**src/rtl/spi_pkg.sv**
```systemverilog
`timescale 1ns/1ps
`default_nettype none
// +--------------------------------------------------------------------+
// | Module      : spi_pkg                                              |
// | Description : Shared widths, state encoding and frame helper for   |
// |               the SPI master.                                      |
// | Revision    : 1.0 - initial release                                |
// +--------------------------------------------------------------------+
package spi_pkg;

   localparam int ADDR_W     = 7;
   localparam int DATA_W     = 8;
   localparam int FRAME_BITS = 16;
   localparam logic RW_READ  = 1'b1;

   typedef enum logic [2:0] {
      S_IDLE  = 3'd0,
      S_SETUP = 3'd1,
      S_SHIFT = 3'd2,
      S_HOLD  = 3'd3,
      S_DONE  = 3'd4
   } spi_state_e;

   // Outgoing frame: address, RW flag, then data (zeros on a read).
   function automatic logic [FRAME_BITS-1:0] build_frame(
      input logic [ADDR_W-1:0] f_addr,
      input logic              f_rw,
      input logic [DATA_W-1:0] f_wdata
   );
      build_frame = {f_addr, f_rw, (f_rw == RW_READ) ? {DATA_W{1'b0}} : f_wdata};
   endfunction

endpackage
`default_nettype wire

```
**src/rtl/spi_clkgen.sv**
```systemverilog
`timescale 1ns/1ps
`default_nettype none
// +--------------------------------------------------------------------+
// | Module      : spi_clkgen                                           |
// | Description : CLK_DIV half-period counter producing sclk rise/fall |
// |               strobes. The strobe is asserted in the cycle before  |
// |               the master's registered sclk changes level.          |
// | Revision    : 1.0 - initial release                                |
// +--------------------------------------------------------------------+
module spi_clkgen #(
   parameter int CLK_DIV = 4
) (
   input  logic clk,
   input  logic rst_n,
   input  logic en,
   output logic rise,
   output logic fall
);

   localparam logic [7:0] TERM = 8'(CLK_DIV - 1);

   logic [7:0] r_cnt;
   logic       r_phase;
   logic       w_tick;

   assign w_tick = en && (r_cnt == TERM);
   // Phase 0 means the next tick is a rising edge; the tick ending HOLD
   // therefore also appears as a rise strobe.
   assign rise   = w_tick && !r_phase;
   assign fall   = w_tick &&  r_phase;

   // Half-period counter and sclk phase, parked at zero while disabled.
   always_ff @(posedge clk or negedge rst_n) begin
      if (!rst_n) begin
         r_cnt   <= 8'd0;
         r_phase <= 1'b0;
      end else if (!en) begin
         r_cnt   <= 8'd0;
         r_phase <= 1'b0;
      end else if (w_tick) begin
         r_cnt   <= 8'd0;
         r_phase <= !r_phase;
      end else begin
         r_cnt   <= r_cnt + 8'd1;
      end
   end

endmodule
`default_nettype wire

```
**src/rtl/spi_master.sv**
```systemverilog
`timescale 1ns/1ps
`default_nettype none
// +--------------------------------------------------------------------+
// | Module      : spi_master                                           |
// | Description : Mode-0 SPI master, 16-bit frame A6..A0,RW,D7..D0,    |
// |               MSB first. Read data sampled on rising edges 8..15. |
// |               Optional macro SPI_MASTER_LOOPBACK_EN samples mosi   |
// |               instead of miso and updates rdata on every frame.    |
// | Revision    : 1.0 - initial release                                |
// +--------------------------------------------------------------------+
module spi_master import spi_pkg::*; #(
   parameter int CLK_DIV = 4
) (
   input  logic              clk,
   input  logic              rst_n,
   input  logic              start,
   input  logic              rw,
   input  logic [ADDR_W-1:0] addr,
   input  logic [DATA_W-1:0] wdata,
   output logic              busy,
   output logic              done,
   output logic [DATA_W-1:0] rdata,
   output logic              sclk,
   output logic              cs,
   output logic              mosi,
   input  logic              miso
);

   localparam logic [2:0] ST_IDLE  = S_IDLE;
   localparam logic [2:0] ST_SETUP = S_SETUP;
   localparam logic [2:0] ST_SHIFT = S_SHIFT;
   localparam logic [2:0] ST_HOLD  = S_HOLD;
   localparam logic [2:0] ST_DONE  = S_DONE;
   localparam logic [3:0] LAST_BIT = 4'(FRAME_BITS - 1);

   logic [2:0]            r_state;
   logic [FRAME_BITS-1:0] r_frame;
   logic [3:0]            r_bit;
   logic                  r_sclk;
   logic [DATA_W-1:0]     r_rx;
   logic [DATA_W-1:0]     r_rdata;
   logic                  w_active;
   logic                  w_rise;
   logic                  w_fall;
   logic                  w_sample;
   logic                  w_update;

   assign w_active = (r_state == ST_SETUP) || (r_state == ST_SHIFT) || (r_state == ST_HOLD);

   spi_clkgen #(
      .CLK_DIV (CLK_DIV)
   ) u_clkgen (
      .clk   (clk),
      .rst_n (rst_n),
      .en    (w_active),
      .rise  (w_rise),
      .fall  (w_fall)
   );

`ifdef SPI_MASTER_LOOPBACK_EN
   logic w_unused_miso;
   assign w_unused_miso = miso;
   assign w_sample      = r_frame[FRAME_BITS-1];
   assign w_update      = 1'b1;
`else
   logic r_rw;

   // Remember the transaction direction to decide whether rdata updates.
   always_ff @(posedge clk or negedge rst_n) begin
      if (!rst_n) begin
         r_rw <= 1'b0;
      end else if ((r_state == ST_IDLE) && start) begin
         r_rw <= rw;
      end
   end

   assign w_sample = miso;
   assign w_update = (r_rw == RW_READ);
`endif

   // Frame FSM: load on start, shift on falling edges, sample on rising.
   always_ff @(posedge clk or negedge rst_n) begin
      if (!rst_n) begin
         r_state <= ST_IDLE;
         r_frame <= '0;
         r_bit   <= 4'd0;
         r_sclk  <= 1'b0;
         r_rx    <= '0;
         r_rdata <= '0;
      end else begin
         case (r_state)
            ST_IDLE: begin
               if (start) begin
                  r_frame <= build_frame(addr, rw, wdata);
                  r_bit   <= 4'd0;
                  r_state <= ST_SETUP;
               end
            end
            ST_SETUP: begin
               if (w_rise) begin
                  r_sclk  <= 1'b1;
                  r_state <= ST_SHIFT;
               end
            end
            ST_SHIFT: begin
               if (w_rise) begin
                  r_sclk <= 1'b1;
                  if (r_bit[3]) begin
                     r_rx <= {r_rx[DATA_W-2:0], w_sample};
                  end
               end else if (w_fall) begin
                  // The final shift leaves the frame all-zero, so mosi idles low.
                  r_sclk  <= 1'b0;
                  r_frame <= {r_frame[FRAME_BITS-2:0], 1'b0};
                  if (r_bit == LAST_BIT) begin
                     r_state <= ST_HOLD;
                  end else begin
                     r_bit <= r_bit + 4'd1;
                  end
               end
            end
            ST_HOLD: begin
               if (w_rise) begin
                  r_state <= ST_DONE;
                  if (w_update) begin
                     r_rdata <= r_rx;
                  end
               end
            end
            ST_DONE: begin
               r_state <= ST_IDLE;
            end
            default: begin
               r_state <= ST_IDLE;
            end
         endcase
      end
   end

   assign busy  = w_active;
   assign cs    = !w_active;
   assign done  = (r_state == ST_DONE);
   assign sclk  = r_sclk;
   assign mosi  = r_frame[FRAME_BITS-1];
   assign rdata = r_rdata;

endmodule
`default_nettype wire
```
**config.mk**
```make
export PLATFORM = sky130hd
export DESIGN_NAME = spi_master
export DESIGN_NICKNAME = d
export VERILOG_FILES = /design/src/rtl/spi_pkg.sv /design/src/rtl/spi_clkgen.sv /design/src/rtl/spi_master.sv
export SDC_FILE = /design/constraint.sdc
export NUM_CORES = 1
export LEC_CHECK = 0
export CAP_MARGIN = 20
export CORE_MARGIN = 3
export CORE_UTILIZATION = 39
export DETAILED_ROUTE_END_ITERATION = 12
export DONT_BUFFER_PORTS = 1
export GPL_TIMING_DRIVEN = 0
export PLACE_DENSITY_LB_ADDON = 0.12
export SYNTH_ARGS = -nofsm -noshare
export SYNTH_HDL_FRONTEND = slang
export SYNTH_SLANG_ARGS = --single-unit
```
**constraint.sdc**
```tcl
create_clock -name clk -period 3.9 [get_ports clk]
set_input_delay 0.39 -clock clk [delete_from_list [all_inputs] [get_ports clk]]
set_output_delay 0.39 -clock clk [all_outputs]
set_load 0.05 [all_outputs]
```
* Word-level counts from Yosys, hierarchy flattened
Cells that the tools add are included.
** Word-level totals
- Flip-flop bits (word level) :: 50
- Word-level logic and storage cells :: 68
** Operators by class
- $add $sub $neg :: 2
- Eq/ne operators :: 15
- Multiplexer cells :: 25
- Reduce and logical (&&, ||, !) cells :: 17
** Operator list (number)
- 16-bit 2-to-1 mux :: 3
- 16-bit one-hot mux with 2 select lines :: 1
- 8-bit 2-to-1 mux :: 3
- 3-bit 2-to-1 mux :: 6
- 4-bit 2-to-1 mux :: 4
- 3-bit one-hot mux with 4 select lines :: 1
- 3-bit AND reduction :: 3
- 8-bit by 1-bit adder with 8-bit output (second input constant) :: 1
- 8-bit by 2-bit equality test with 1-bit output (second input constant) :: 1
- 2-bit by 1-bit != test with 1-bit output (second input constant) :: 4
- 2-bit != test (second input constant) :: 4
- 4-bit one-hot mux with 2 select lines :: 1
- 3-bit by 2-bit equality test with 1-bit output (second input constant) :: 2
- 6-bit AND reduction :: 1
- 1-bit 2-to-1 mux :: 5
- 5-bit AND reduction :: 1
- 4-bit by 1-bit adder with 4-bit output (second input constant) :: 1
- 4-bit equality test (second input constant) :: 1
- 1-bit logical AND :: 4
- 4-bit AND reduction :: 1
- 2-bit nonzero test :: 2
- 3-bit by 1-bit equality test with 1-bit output (second input constant) :: 1
- 3-bit equality test (second input constant) :: 1
- 3-bit logical NOT :: 1
- other kinds (4) :: 6

* Logic depth before layout (Yosys ltp)
Gate-level depths: netlist of run 1.
- Depth after elaboration :: 8
- Depth in mapped cells :: 7
- Depth with buffers taken out :: 5

* Cells and area by module
A second synthesis of run 1 with hierarchy kept.
** Second synthesis, totals
- Cells, all modules :: 213
- Area total of the unflattened synthesis :: 2319.7 um^2
** By module, submodules not included
- spi_master :: times used 1, cells an instance 168, area an instance 1881.8 um^2
- spi_clkgen :: times used 1, cells an instance 45, area an instance 437.9 um^2

* Worst setup path after synthesis of run 1
OpenSTA, ideal clock, no wires.
- Kind :: register -> register
- From :: reg u_clkgen.r_cnt[0]
- To :: reg r_rx[0]
- Library setup time :: 0.125 ns
- Arrival time :: 1.715 ns
- Data required time :: 3.775 ns
- Setup slack :: 2.060 ns
- Cell stages (with the launch flop) :: 6
- Path buffers :: 0
- Path through :: dfrtp_1 -> ha_1 -> or3b_2 -> nor2_8 -> nand4b_4 -> mux2_2
** On the way
- Cells in the longest elaborated chain, start to end :: 4
** Ends and longest elaborated chain
- from (decl) :: line spi_clkgen.sv:22 : logic [7:0] r_cnt;
- from (signal assigned) :: line spi_clkgen.sv:44 : r_cnt <= r_cnt + 8'd1;
- 8-bit by 2-bit equality test with 1-bit output :: line spi_clkgen.sv:26 : assign w_tick = en && (r_cnt == TERM);
- 1-bit logical AND :: line spi_clkgen.sv:26
- 1-bit logical AND :: line spi_clkgen.sv:29 : assign rise = w_tick && !r_phase;
- 3-bit AND reduction (no line)
- to (signal assigned) :: line spi_master.sv:109 : r_rx <= {r_rx[DATA_W-2:0], w_sample};
- to (decl) :: line spi_master.sv:40 : logic [DATA_W-1:0] r_rx;
No other way between the ends.
A chain may end at the register's enable or synchronous reset.

* Worst setup path after layout of run 1
- From :: reg r_state[2]
- To :: out busy
** On the way
- Cells in the longest elaborated chain, start to end :: 3
** Ends and longest elaborated chain
- from (decl) :: line spi_master.sv:36 : logic [2:0] r_state;
- from (signal assigned) :: line spi_master.sv:84 : r_state <= ST_IDLE;
- from (signal assigned) :: line spi_master.sv:96 : r_state <= ST_SETUP;
- from (signal assigned) :: line spi_master.sv:102 : r_state <= ST_SHIFT;
- 3-bit by 1-bit equality test with 1-bit output or 3-bit by 2-bit equality test with 1-bit output (tied branches) :: line spi_master.sv:48 : assign w_active = (r_state == ST_SETUP) || (r_state == ST_SHIFT) || (r_state == ST_HOLD);
- 1-bit logical OR :: line spi_master.sv:48
- 1-bit logical OR (*) :: line spi_master.sv:48
- to (decl) :: line spi_master.sv:20 : output logic busy,
Mark *: on every way between the ends. The rest lies on a longest branch, timed or not.

==> metrics.md, run 1 <==
| Metric | Value |
|---|---|
| Data arrival, critical path | 1.77 ns |
| Initial antenna violation count | 0 |
| P&R area growth vs syn | 9.04% |
| Skew-Pair Late Insertion Delay | 0.31 ns |
| IO Port Bufs | 0 |
| DRC | 0 |
| Vert. Die Dim | 83.9 um |
| Leak | 1.19 nW |
| Worst-path cell chain | clkbuf_1 -> or2_2 -> inv_1 |
| Clock Pin Slew Worst Setup and Hold Paths | 0.09 ns |
| Diode count | 0 |
| IO Pins | 33 |
| # clock sinks | 50 |
| Vias in the first global route | 1637 |
| RSZ-0062 raised after global routing | false |
| GPL Wtd Cong | 0.805 |
| Syn Nets | 233 |
| Hold Fails Final Rpt | 0 |
| Int Power | 998 uW |
| Clock share of power | 0.182 |
| Critical Path RT | 3.51 ns |
| Post-layout minimum cycle time | 2.16 ns |
| Uppermost layer routed | met4 |
| Critical Setup Path Class | reg2out |
| Psw | 648 uW |
| Synth warnings | 0 |
| Synth area leader | dfrtp_1 |
| Logic pwr share | 0.328 |
| Worst reg-to-reg path cell count | 5 |
| R2R setup slack | 1.76 ns |
| VDD IR max | 0.252 mV |
| Crit path from | r_state[2] |
| Buf/Inv on CP | 2 |
| Synth top area cells | dfrtp_1 (53%), mux2_2 (8.1%), mux2i_1 (4.2%), o21ai_0 (3.8%), nand2_1 (3.8%) |
| First-pass GRT wire length | 8.13 mm |
| Slew @ Worst Pin | 0.561 ns |
| Cts bufs inserted | 5 |
| Worst r2r dst | r_frame[12] |
| Die ar. | 7040 sq um |
| First-pass DRT Iterations | 4 |
| Final HPWL DP | 3.32 mm |
| Detailed Route Iter0 Violations | 177 |
| Final Util | 0.455 |
| Vias per cell | 5.49 |
| Post_cts resized | 0 |
| Seq/Total Area, Yosys | 0.529 |
| # setup viols final | 0 |
| Die Wd | 83.9 um |
| Placeable Area | 5680 sq um |
| Fin Setup TNS | 0 ns |
| Netlist Area Pre-Place | 2370 sq um |
| Final ANT Viol Nets | 0 |
| Worst hold path type | in2reg |
| GRT overflow | 0 |
| PD cells | 638 nW/um^2 |
| Status | completed |
| Worst slew margin | 0.624 |
| Fraction of layout cells with a size suffix above 1 | 0.176 |
| Worst path depth | 3 |
| Wire per inst | 15.9 um |
| Pins Over Slew Limit | 0 |
| Fillers | 530 |
| Crit-path leading delay family | buffers and inverters |
| Initial core utilization | 0.417 |
| CP Launch Type | flip-flop |
| Pwr Total | 1.65 mW |
| Tot GR Track Use | 0.143 |
| Syn avg cell area | 11.2 sq um |
| Vias post-DR | 1609 |
| Met2 WL | 2.24 mm |
| Slowest CP cell | or2_2 |
| Routed WL | 4.66 mm |
| Root Driver | clkbuf_8 |
| Worst-path fanout max | 9 |
| Skew final | 0.0116 ns |
| Yosys top cell area share | 0.529 |
| Clock Path Buffers | 2 |
| Kind of end point of the critical path | output pin |
| Layout net count | 242 |
| Fin crit share | 0.553 |
| # rows | 27 |
| Worst path max stage delay | 0.49 ns |
| Mapped Cells | 211 |
| H-tree Lvls | 2 |
| DRT met1 WL | 2.08 mm |
| Sequential power share | 0.491 |
| Max Clock Freq | 463 MHz |
| CP Capture Point | busy |
| Distinct cells, synth | 37 |
| CTS tree | done |
| Switching Share | 0.394 |
| Routed wl met3 | 270 um |
| Pin count of the biggest net entering global routing | 51 |
| RR Startpoint | u_clkgen.r_cnt[0] |
| Maxcap violations | 0 |
| Register bit count reported by yosys | 50 |
| Hold slack final | 0.229 ns |
how the worst min path moves through the flow:
stage | from | endpoint | depth (start not counted)
floorplan | rst_n | r_bit[0] | 0
detailed placement | rst_n | r_frame[13] | 0
CTS | miso | r_rx[0] | 1
finish | miso | r_rx[0] | 1
global placement | rst_n | r_frame[12] | 0
global route | wdata[0] | r_frame[0] | 2
synthesized netlist by cell type:
| library cell | number |
|---|---|
| and4bb_2 | 1 |
| a31oi_1 | 1 |
| and2_1 | 2 |
| o2111ai_1 | 1 |
| nor3_1 | 2 |
| o41ai_1 | 1 |
| and3_1 | 3 |
| or3b_2 | 1 |
| xor2_1 | 3 |
| or4_4 | 1 |
| nand4b_4 | 1 |
| nor4_4 | 1 |
| nor4b_2 | 1 |
| o21ai_0 | 18 |
| nor2b_1 | 3 |
| or2_2 | 1 |
| o31ai_1 | 4 |
| a21oi_1 | 9 |
| nor3b_1 | 9 |
| nand2_1 | 24 |
| nor2_1 | 15 |
| ha_1 | 2 |
| dfrtp_1 | 50 |
| nand4_1 | 2 |
| o21ai_1 | 1 |
| xnor2_1 | 5 |
| inv_1 | 4 |
| o211ai_1 | 2 |
| clkbuf_1 | 4 |
| buf_2 | 2 |
| buf_4 | 2 |
| clkbuf_8 | 1 |
| mux2i_1 | 10 |
| nand4_4 | 1 |
| mux2_2 | 17 |
| nor2_8 | 1 |
| nand3_1 | 5 |
kinds of logic (layout without fill, tap and decap cells):
kind of cell | after synthesis | in the layout | share of synthesized area
xor gates and xnor gates | 8 | 8 | 0.0296
and+or+nand+nor | 74 | 74 | 0.191
adders and majority gates | 2 | 2 | 0.0106
DFF | 50 | 50 | 0.529
AOI/OAI and AO/OA | 37 | 37 | 0.0883
muxes | 27 | 27 | 0.123
buffers and inverters | 13 | 23 | 0.0291
stage by stage:
stage,setup WS (ns),std cells,instance area [sq um]
CTS,1.72,293,2580
detailed placement,1.80,283,2460
finish,1.74,293,2580
global route,1.63,293,2580
floorplan,2.06,211,2370
global placement,1.84,283,2460
power by group through the flow:
stage,Sequential (mW),Clock (mW),Combinational [mW]
2_1_floorplan,0.788,0,0.442
3_3_place_gp,0.810,0,0.509
3_5_place_dp,0.818,0,0.528
4_1_cts,0.808,0.310,0.544
5_1_grt,0.827,0.332,0.604
6_report,0.808,0.299,0.539
timing repair:
action,CTS,global route
hold endpoints to repair,50,0
buffers inserted,0,0
hold buffers,2,0
layout by cell type (no fill, tap or decap), types with 2 or more instances in the layout:
cell      instances
buf_2             2
dfrtp_1          50
xor2_1            3
o21ai_0          18
o31ai_1           4
nor2b_1           3
nor2_1           15
clkbuf_1          5
and3_1            3
xnor2_1           5
inv_1             4
a21oi_1           9
buf_4             2
clkbuf_8          6
nand4_1           2
mux2i_1          10
nand2_1          24
mux2_2           17
nor3b_1           9
ha_1              2
and2_1            2
nor3_1            2
nand3_1           5
o211ai_1          2
routing by layer:
metal | track usage | vias up
met5 | 0 | -
met4 | 0.0482 | 0
met3 | 0.0424 | 7
met2 | 0.228 | 43
met1 | 0.185 | 801
li1 | - | 758
registers in the layout, summed over array words and instances, names as in the netlist:
name              count
r_bit                 4
r_rw                  1
r_rx                  8
u_clkgen.r_cnt        8
rdata                 8
r_state               3
r_frame              16
sclk                  1
u_clkgen.r_phase      1
area by class of cell:
cell class	count	area, sq um	share of cell area
inverters	4	15.0	0.00582
plain buffers	9	53.8	0.0208
repair buffers	2	37.5	0.0145
well taps	72	90.1	0.0349
clock inverters	2	13.8	0.00533
flip-flops and latches	50	1250	0.485
clock buffers	6	72.6	0.0281
multi-input cells	148	1050	0.406
Power figures use the tool's default switching activity.
==> inputs of run 2 (changes only) <==
- clock period: 3.9 -> 1.9 ns (I/O delays scaled with it)
==> run 2 against run 1 <==
Sequential cell count did not move. Combinational power rose by 130%. Worst setup slack got worse by 1.7 ns. Hold slack got worse by 0.20 ns. Critical path depth rose by 1. Clock skew barely moved. Design area rose by 4.6%. Sequential share of layout area fell by 2.0 points. Clock-buffer cell count did not move. Via count rose by 1.4%. First-iteration DRC count fell by 2.3%.
==> metrics.md, run 2 (synthesized netlist as in run 1, its figures left out) <==
| Metric | Value |
|---|---|
| Status | completed |
| Place WS | -0.202 ns |
| Layout net count | 247 |
| Initial core utilization | 0.417 |
| Fraction of layout cells with a size suffix above 1 | 0.243 |
| R2R setup slack | 0.02 ns |
| DRC | 0 |
| Pins Over Slew Limit | 0 |
| Hold Crit Depth | 1 |
| Cts bufs inserted | 5 |
| Leak | 1.24 nW |
| IO Port Bufs | 0 |
| Dpl cell area | 2460 sq um |
| Crit path from | u_clkgen.r_cnt[5] |
| Crit-path leading delay family | simple AND/OR/NAND/NOR gates |
| Commonest non-fill, non-tap cell in the layout | dfrtp_1 |
| Vert. Die Dim | 83.9 um |
| Kind of end point of the critical path | flip-flop |
| Root Driver | clkbuf_8 |
| Final Non-Filler Cells | 298 |
| Final Worst Setup Slack | 0.0199 ns |
| Data arrival, critical path | 2.07 ns |
| Switching Share | 0.396 |
| Wire per inst | 16.3 um |
| Detailed Route Iter0 Violations | 173 |
| Slowest CP cell | or4_4 |
| Most frequent cells in the layout | dfrtp_1 (48), nand2_1 (23), o21ai_0 (18) |
| Die Wd | 83.9 um |
| GRT overflow | 0 |
| Vias per cell | 5.48 |
| Tot GR Track Use | 0.142 |
| Sequential power share | 0.478 |
| Int Power | 2.13 mW |
| Worst reg-to-reg path cell count | 4 |
| Skew-Pair Late Insertion Delay | 0.31 ns |
| Placeable Area | 5680 sq um |
| Final Util | 0.476 |
| Critical Path RT | 2.09 ns |
| Initial antenna violation count | 0 |
| Die ar. | 7040 sq um |
| CP Launch Type | flip-flop |
| IO Pins | 33 |
| Max reg flops | 16 |
| Placed cell count | 283 |
| Max Clock Freq | 532 MHz |
| Worst-path fanout max | 8 |
| Pin count of the biggest net entering global routing | 51 |
| Post-layout minimum cycle time | 1.88 ns |
| Worst slew margin | 0.634 |
| Worst-path cell chain | or4_4 -> nor2_8 -> nand4b_4 -> mux2_4 |
| RSZ-0062 raised after global routing | true |
| Clock share of power | 0.174 |
| Critical Setup Path Class | reg2reg |
| Skew final | 0.0111 ns |
| GPL Wtd Cong | 0.805 |
| Largest Register | r_frame |
| Worst path depth | 4 |
| # rows | 27 |
| Final ANT Viol Nets | 0 |
| Post-route cell area | 2700 sq um |
| First-pass GRT wire length | 8.09 mm |
| Routed WL | 4.87 mm |
| Vias post-DR | 1632 |
| # setup viols final | 0 |
| RR Startpoint | u_clkgen.r_cnt[5] |
| Worst path max stage delay | 0.59 ns |
| P&R area growth vs syn | 14.0% |
| Worst r2r dst | r_rx[5] |
| H-tree Lvls | 2 |
| # clock sinks | 50 |
| Hold Fails Final Rpt | 0 |
| Worst hold path type | in2reg |
| Fin crit share | 0.990 |
| Hold Crit Start | miso |
| Fin Setup TNS | 0 ns |
| Clock Path Buffers | 2 |
| Fillers | 521 |
| Buf/Inv on CP | 0 |
| CTS tree | done |
| Clock Pin Slew Worst Setup and Hold Paths | 0.09 ns |
| PD cells | 1310 nW/um^2 |
| Logic pwr share | 0.348 |
| Slew @ Worst Pin | 0.545 ns |
| Psw | 1.40 mW |
| WHS Endpoint | r_rx[0] |
| VDD IR max | 0.538 mV |
| Vias in the first global route | 1639 |
| Final HPWL DP | 3.32 mm |
| Diode count | 0 |
| Maxcap violations | 0 |
| First-pass DRT Iterations | 4 |
[run 2: worst max path at each step]
stage	end	slack, ns
after global routing	r_rx[7]	-0.04
after floorplan	r_rx[0]	0.06
after detailed placement	r_frame[12]	-0.20
after global placement	r_frame[14]	-0.16
after CTS	rdata[6]	0.002
final	r_rx[5]	0.02
[run 2: power groups by stage]
stage / Clock (mW) / Combinational (mW) / Sequential, mW
floorplan: 0 / 0.908 / 1.62
global placement: 0 / 1.05 / 1.66
detailed placement: 0 / 1.08 / 1.68
CTS: 0.636 / 1.15 / 1.66
global route: 0.682 / 1.36 / 1.72
finish: 0.616 / 1.23 / 1.69
[run 2: layer usage]
layer | part of all wire | vias to the layer above | wire (um) | GRT usage
met4 | 0.016 | 0 | 80 | 0.0482
met3 | 0.054 | 9 | 264 | 0.0424
li1 | - | 768 | - | -
met5 | 0 | - | 0 | 0
met1 | 0.44 | 817 | 2120 | 0.184
met2 | 0.49 | 38 | 2410 | 0.228
[run 2: final cells by class]
type | count | area, sq um | share of cell area
Multi-Input combinational cell | 148 | 1110 | 0.413
Sequential cell | 50 | 1250 | 0.465
Inverter | 4 | 18.8 | 0.00695
Clock inverter | 2 | 13.8 | 0.00510
Tap cell | 72 | 90.1 | 0.0334
Buffer | 8 | 52.6 | 0.0195
Clock buffer | 6 | 72.6 | 0.0269
Timing Repair Buffer | 8 | 82.6 | 0.0306
[run 2: per-stage QoR]
step	hold WS, ns	power [mW]
after global routing	0.0238	3.77
after detailed placement	-0.104	2.76
final	0.0280	3.53
after CTS	0.0203	3.45
after global placement	-0.104	2.71
after floorplan	-0.106	2.53
[run 2: what timing repair did]
action,4_1_cts,5_1_grt
setup buffers,0,6
pin swaps,1,6
resized for setup,7,11
endpoints found under the hold margin,50,0
endpoints found under the setup margin,41,37
hold buffers,2,0
